[config.mk]
export PLATFORM = sky130hd
export DESIGN_NAME = host_word_loader
export DESIGN_NICKNAME = d
export VERILOG_FILES = /design/src/rtl/host_word_loader.sv
export SDC_FILE = /design/constraint.sdc
export NUM_CORES = 1
export LEC_CHECK = 0
export CORE_AREA = 5 5 78 94
export DETAILED_ROUTE_END_ITERATION = 10
export DIE_AREA = 0 0 83 99
export HOLD_SLACK_MARGIN = 0.08
export PLACE_DENSITY = 0.77
export SYNTH_ARGS = -nofsm -noshare
export SYNTH_HDL_FRONTEND = slang
export SYNTH_SLANG_ARGS = --single-unit
[constraint.sdc]
create_clock -name clk -period 6.1 [get_ports clk]
set_input_delay 1.525 -clock clk [delete_from_list [all_inputs] [get_ports clk]]
set_output_delay 1.525 -clock clk [all_outputs]
set_load 0.005 [all_outputs]
[src/rtl/host_word_loader.sv]
// Host word entry stage: normalises keypad ASCII, assembles the secret word,
// supports backspace, and hands the finished word to the game logic.
module host_word_loader #(
    parameter int WORD_LEN = 5
) (
    input  logic                  clk,
    input  logic                  nRst,
    input  logic [7:0]            key_data,
    input  logic                  key_valid,
    input  logic                  key_del,
    input  logic                  key_submit,
    input  logic                  game_rdy,
    input  logic                  new_game,
    output logic [WORD_LEN*8-1:0] setWord,
    output logic                  toggle_state,
    output logic [2:0]            letter_count,
    output logic [7:0]            last_letter,
    output logic                  word_locked,
    output logic                  bad_key
);

    localparam int WORD_W = WORD_LEN * 8;

    typedef enum logic [1:0] {
        ENTRY,
        FULL,
        LOCKED
    } state_t;

    state_t     state;
    logic       norm_ok;
    logic [7:0] norm_letter;

    // Uppercase passes through, lowercase is folded to uppercase, all else rejected.
    // NOTE: every always_comb output gets a default first so no latch is inferred.
    always_comb begin
        norm_ok     = 1'b0;
        norm_letter = 8'h00;
        if (key_data >= 8'h41 && key_data <= 8'h5A) begin
            norm_ok     = 1'b1;
            norm_letter = key_data;
        end else if (key_data >= 8'h61 && key_data <= 8'h7A) begin
            norm_ok     = 1'b1;
            norm_letter = key_data - 8'h20;
        end
    end

    // NOTE: sequential state uses non-blocking assignments only, so every
    // register samples the pre-edge values of its neighbours.
    always_ff @(posedge clk or negedge nRst) begin
        if (!nRst) begin
            state        <= ENTRY;
            setWord      <= '0;
            letter_count <= 3'd0;
            last_letter  <= 8'h00;
            toggle_state <= 1'b0;
            word_locked  <= 1'b0;
            bad_key      <= 1'b0;
        end else begin
            toggle_state <= 1'b0;
            bad_key      <= 1'b0;

            // Strobe priority: new_game > key_del > key_submit > key_valid.
            if (new_game) begin
                if (state == LOCKED) begin
                    state        <= ENTRY;
                    setWord      <= '0;
                    letter_count <= 3'd0;
                    last_letter  <= 8'h00;
                    word_locked  <= 1'b0;
                end
            end else if (key_del) begin
                if (state == FULL || (state == ENTRY && letter_count != 3'd0)) begin
                    setWord      <= {8'h00, setWord[WORD_W-1:8]};
                    letter_count <= letter_count - 3'd1;
                    last_letter  <= (letter_count == 3'd1) ? 8'h00 : setWord[15:8];
                    state        <= ENTRY;
                end
            end else if (key_submit) begin
                if (state == FULL && game_rdy) begin
                    state        <= LOCKED;
                    toggle_state <= 1'b1;
                    word_locked  <= 1'b1;
                end else if (state != LOCKED) begin
                    bad_key <= 1'b1;
                end
            end else if (key_valid) begin
                if (state == ENTRY && norm_ok) begin
                    setWord      <= {setWord[WORD_W-9:0], norm_letter};
                    letter_count <= letter_count + 3'd1;
                    last_letter  <= norm_letter;
                    if (letter_count == 3'(WORD_LEN - 1))
                        state <= FULL;
                end else if (state != LOCKED) begin
                    bad_key <= 1'b1;
                end
            end
        end
    end

endmodule

==> metrics list <==
- Result of the run: completed
* Clock Pin Slew Worst Setup and Hold Paths: 100 ps
- In this run the core area contains 32 standard-cell rows.
- Synth top area cells: dfrtp_1 (47%), mux2_2 (13%), mux2i_1 (9.3%), nor2_1 (4.5%), a22o_1 (3.5%)
* Maximum number of buffers from clock root to sink: 2
- The initial antenna violation count came to 0.
* Fraction of power spent switching nets: 27.1%
- Once layout is complete, the cells apart from fillers number 406.
* Total detailed-routing wirelength: 6800 um
* Area growth syn-to-layout: 27.6%
- The worst register-to-register path has a setup slack of 3370 ps.
- Starting DRT DRC Count: 178
- Fin. max-slew vios: 0
- Dividing the detail-routed via count by the number of cells gives 5.45.
- Measured in cells, the most critical reg-to-reg path has a length of 8.
- Power, Total: 0.827 mW
* Clock Power Share: 31.2%
- Data on the critical path is required at its endpoint by 6300 ps.
- Starting Density: 47.4%
- The number of antenna diodes in the final layout is 0.
* Maximum cell stage delay along the critical path: 570 ps
- Cell count after synthesis: 257
- Worst R2R End: last_letter[5]
- Once layout is complete, the utilization of the core stands at 60.5%.
- Setup repair after global routing left no endpoint under its margin.
* Final Hold Viols: 0
- Setup violations remaining at the end of the flow were counted as 0.
* Data arrival time of the critical path: 4250 ps
- Largest area contributor in the synthesized netlist: dfrtp_1
* I/O Buffers: 68
* Share of synthesized registers carrying an async set or reset: 100%
* Buffers inserted during post-CTS setup optimization: 0
- Total power divided by cell area: 216 nW/um^2
- Synthesis inferred 56 register bits.
- DRC Markers: 0
- Tot GR Track Use: 17.1%
- Buffers plus inverters on the worst setup path: 2
- Leakage power: 1.76 nW
- In the final layout, the share of cells above drive strength 1 is 17.4%.
- Fraction of synthesized cell area taken by the top area cell type: 46.7%
* Root Buffer Master: clkbuf_8
- Counting instances, the worst hold path has a depth of 1.
* Number of sinks driven by the clock tree: 56
* Core Area: 6330 sq um
- Timing analysis after detailed placement gives a worst setup slack of 1730 ps.
- Hold buffer count at CTS: 0
- Dpl hpwl: 4740 um
* Global-route wire length before repair: 11,600 um
* Total net switching power: 0.224 mW
* Post-route minimum period: 4050 ps
* # resized after CTS: 0
* Min-delay worst type: flip-flop to flip-flop
- Maximum resistive drop on vdd: 140 uV
- Power share of the sequential group: 48.8%
- Summed over all failing endpoints, the final setup total negative slack is 0 ps.
- The layout has 568 filler cells.
- Vias in the first global route: 2,279
- Setup Skew: 8.93 ps
- Summing all non-filler instances in the final layout gives an area of 3830 sq um.
* Kind of critical path: primary input to flip-flop
* TritonCTS clock tree: yes
- The cell family contributing the most delay on the critical path is buffers and inverters.
- CP max-delay cell: clkdlybuf4s50_1
- Worst-case headroom to the max-slew limit: 35.9%
* Clock latency on the worst-skew pair: 310 ps
- Measured along the y axis, the die boundary spans 99 um.
- Traced cell by cell, the critical path runs through clkdlybuf4s50_1 -> nand2_1 -> o21ai_0 -> nor4_4 -> o31ai_4 -> buf_4 -> mux2_2.
- Count of nets after finishing: 341
* Number of I/O pins: 69
* Die area: 8220 sq um
- Max-cap violations in this run came to 0.
* Remaining global-route overflow: 0
* Kind of start point of the critical path: primary input
- In the synthesized netlist the dominant register cell turns out to be dfrtp_1.
- Maximum number of pins on one net before global-route repair: 57
- Counting flops with a built-in enable in the synthesized netlist gives 0.
* Routability cong.: 0.804
* Register area: 1400 sq um
* Combinational share of power: 20.0%
- The final critical path takes up 66.5% of the cycle.
* Yosys warns: 0
- Net count of the mapped netlist: 278
- Avg Synthesized Cell Area: 11.7 sq um
- In this run the number of cells on the critical path is 7.
* Die X-Extent: 83 um
- Number of routed nets with antenna violations: 0
- The H-tree generated during clock tree synthesis spans 2 levels.
- Post-DR wirelength/cell: 16.7 um
- Hold Path End: last_letter[6]
* Number of distinct library cell variants in the gate-level netlist after synthesis: 48
- The worst path meets setup with 2050 ps of slack.
- Number of search-and-repair iterations in the first detailed-routing pass: 4
* Actual slew at the worst max-slew pin: 961 ps
- Of all nets on the critical path, the largest fanout is 38.
* Post-Synthesis Cell Area: 3000 sq um
* Num CTS Buffers: 5
- Tightest hold margin: 517 ps
- Upper clock frequency limit: 0.247 GHz
- Placed Instance Area: 3710 sq um
* Part of the Yosys area used for sequential elements: 46.7%
- Beginning of the worst hold path: last_letter[6]
* Kind of end point of the critical path: flip-flop
- Summing all multi-input logic gate instances after layout gives 1460 sq um.
- Launch point of the worst reg-to-reg path: letter_count[1]
- Number of instances in the placed design: 398
* Cell-internal power: 0.603 mW
- For this block, the via count after detailed routing is 2,211.
-- per-layer routing --
metal | up-vias | track usage (%) | wire, um
met1 | 1096 | 22.4 | 3100
met2 | 62 | 28.5 | 3340
met5 | - | 0 | 0
met3 | 9 | 3.76 | 263
li1 | 1044 | - | -
met4 | 0 | 4.65 | 92
-- cell usage after synthesis, drive strengths merged (2+ instances only) --
master   number
and2          5
a22o         12
a32oi         3
dfrtp        56
nor3          2
a21oi         5
mux2i        28
nand2         4
a32o          2
nand2b        4
mux2         37
nand3         2
clkbuf        7
nor4          3
or4b          2
buf           8
ha            6
o2111ai       2
a31oi         2
nor2b         3
inv          11
nor2         36
-- sequential cells by signal, indices dropped and copies added, names as in the netlist --
signal,cells
toggle_state,1
bad_key,1
state,2
last_letter,8
setWord,40
letter_count,3
word_locked,1
-- cells by family after synthesis --
group	share of synthesized area, %
AND/OR/NAND/NOR	12.0
AO/OA/AOI/OAI	11.1
flip-flops	46.7
adder cells (fa/ha/maj)	2.50
buffers and inverters	4.50
multiplexers	23.2
-- worst max path at each step --
stage                     slack, ps   startpoint        endpoint
after detailed placement       1730  key_data[3]  last_letter[5]
after CTS                      2050  key_data[3]  last_letter[5]
after global placement         1740  key_data[3]     setWord[25]
final                          2050  key_data[3]  last_letter[5]
after floorplan                3030  key_data[5]  last_letter[0]
after global routing           1830  key_data[3]  last_letter[5]
-- worst reg2reg max path, stage by stage (launching register included) --
cell and delay (ps):
dfrtp_1 430, inv_1 110, ha_1 160, or3b_2 440
a21oi_1 250, a21oi_4 90, o31ai_4 190, buf_4 540
mux2_2 410
-- power groups by stage --
stage,Clock (mW),Combinational (mW),Sequential [mW]
after floorplan,0,0.104,0.408
after CTS,0.263,0.167,0.404
after global routing,0.281,0.181,0.406
final,0.258,0.165,0.403
after detailed placement,0,0.166,0.411
after global placement,0,0.164,0.411
-- cells in the final DEF, fill, tap and decap left out, types with 2 or more instances in the layout --
master,netlist,final
nor4_1,2,2
nor2b_1,3,3
mux2_2,35,35
a32oi_1,3,3
nand2b_1,4,4
a31oi_1,2,2
and2_1,5,5
clkdlybuf4s50_1,0,66
clkbuf_8,0,6
nor2_1,36,36
o2111ai_1,2,2
ha_1,6,6
a32o_1,2,2
inv_1,11,11
dfrtp_1,56,56
a22o_1,12,12
mux2i_1,28,28
a21oi_1,4,4
nand3_1,2,2
buf_4,1,3
mux2_1,2,2
nand2_1,4,4
buf_2,2,2
-- cell type report --
class,count,area share (%)
Clock buffer,6,2.16
Sequential cell,56,36.6
Multi-Input combinational cell,175,38.2
Clock inverter,2,1.01
Tap cell,85,2.78
Timing Repair Buffer,71,18.1
Inverter,11,1.08
Note: power is estimated with default switching activity, not from simulation.
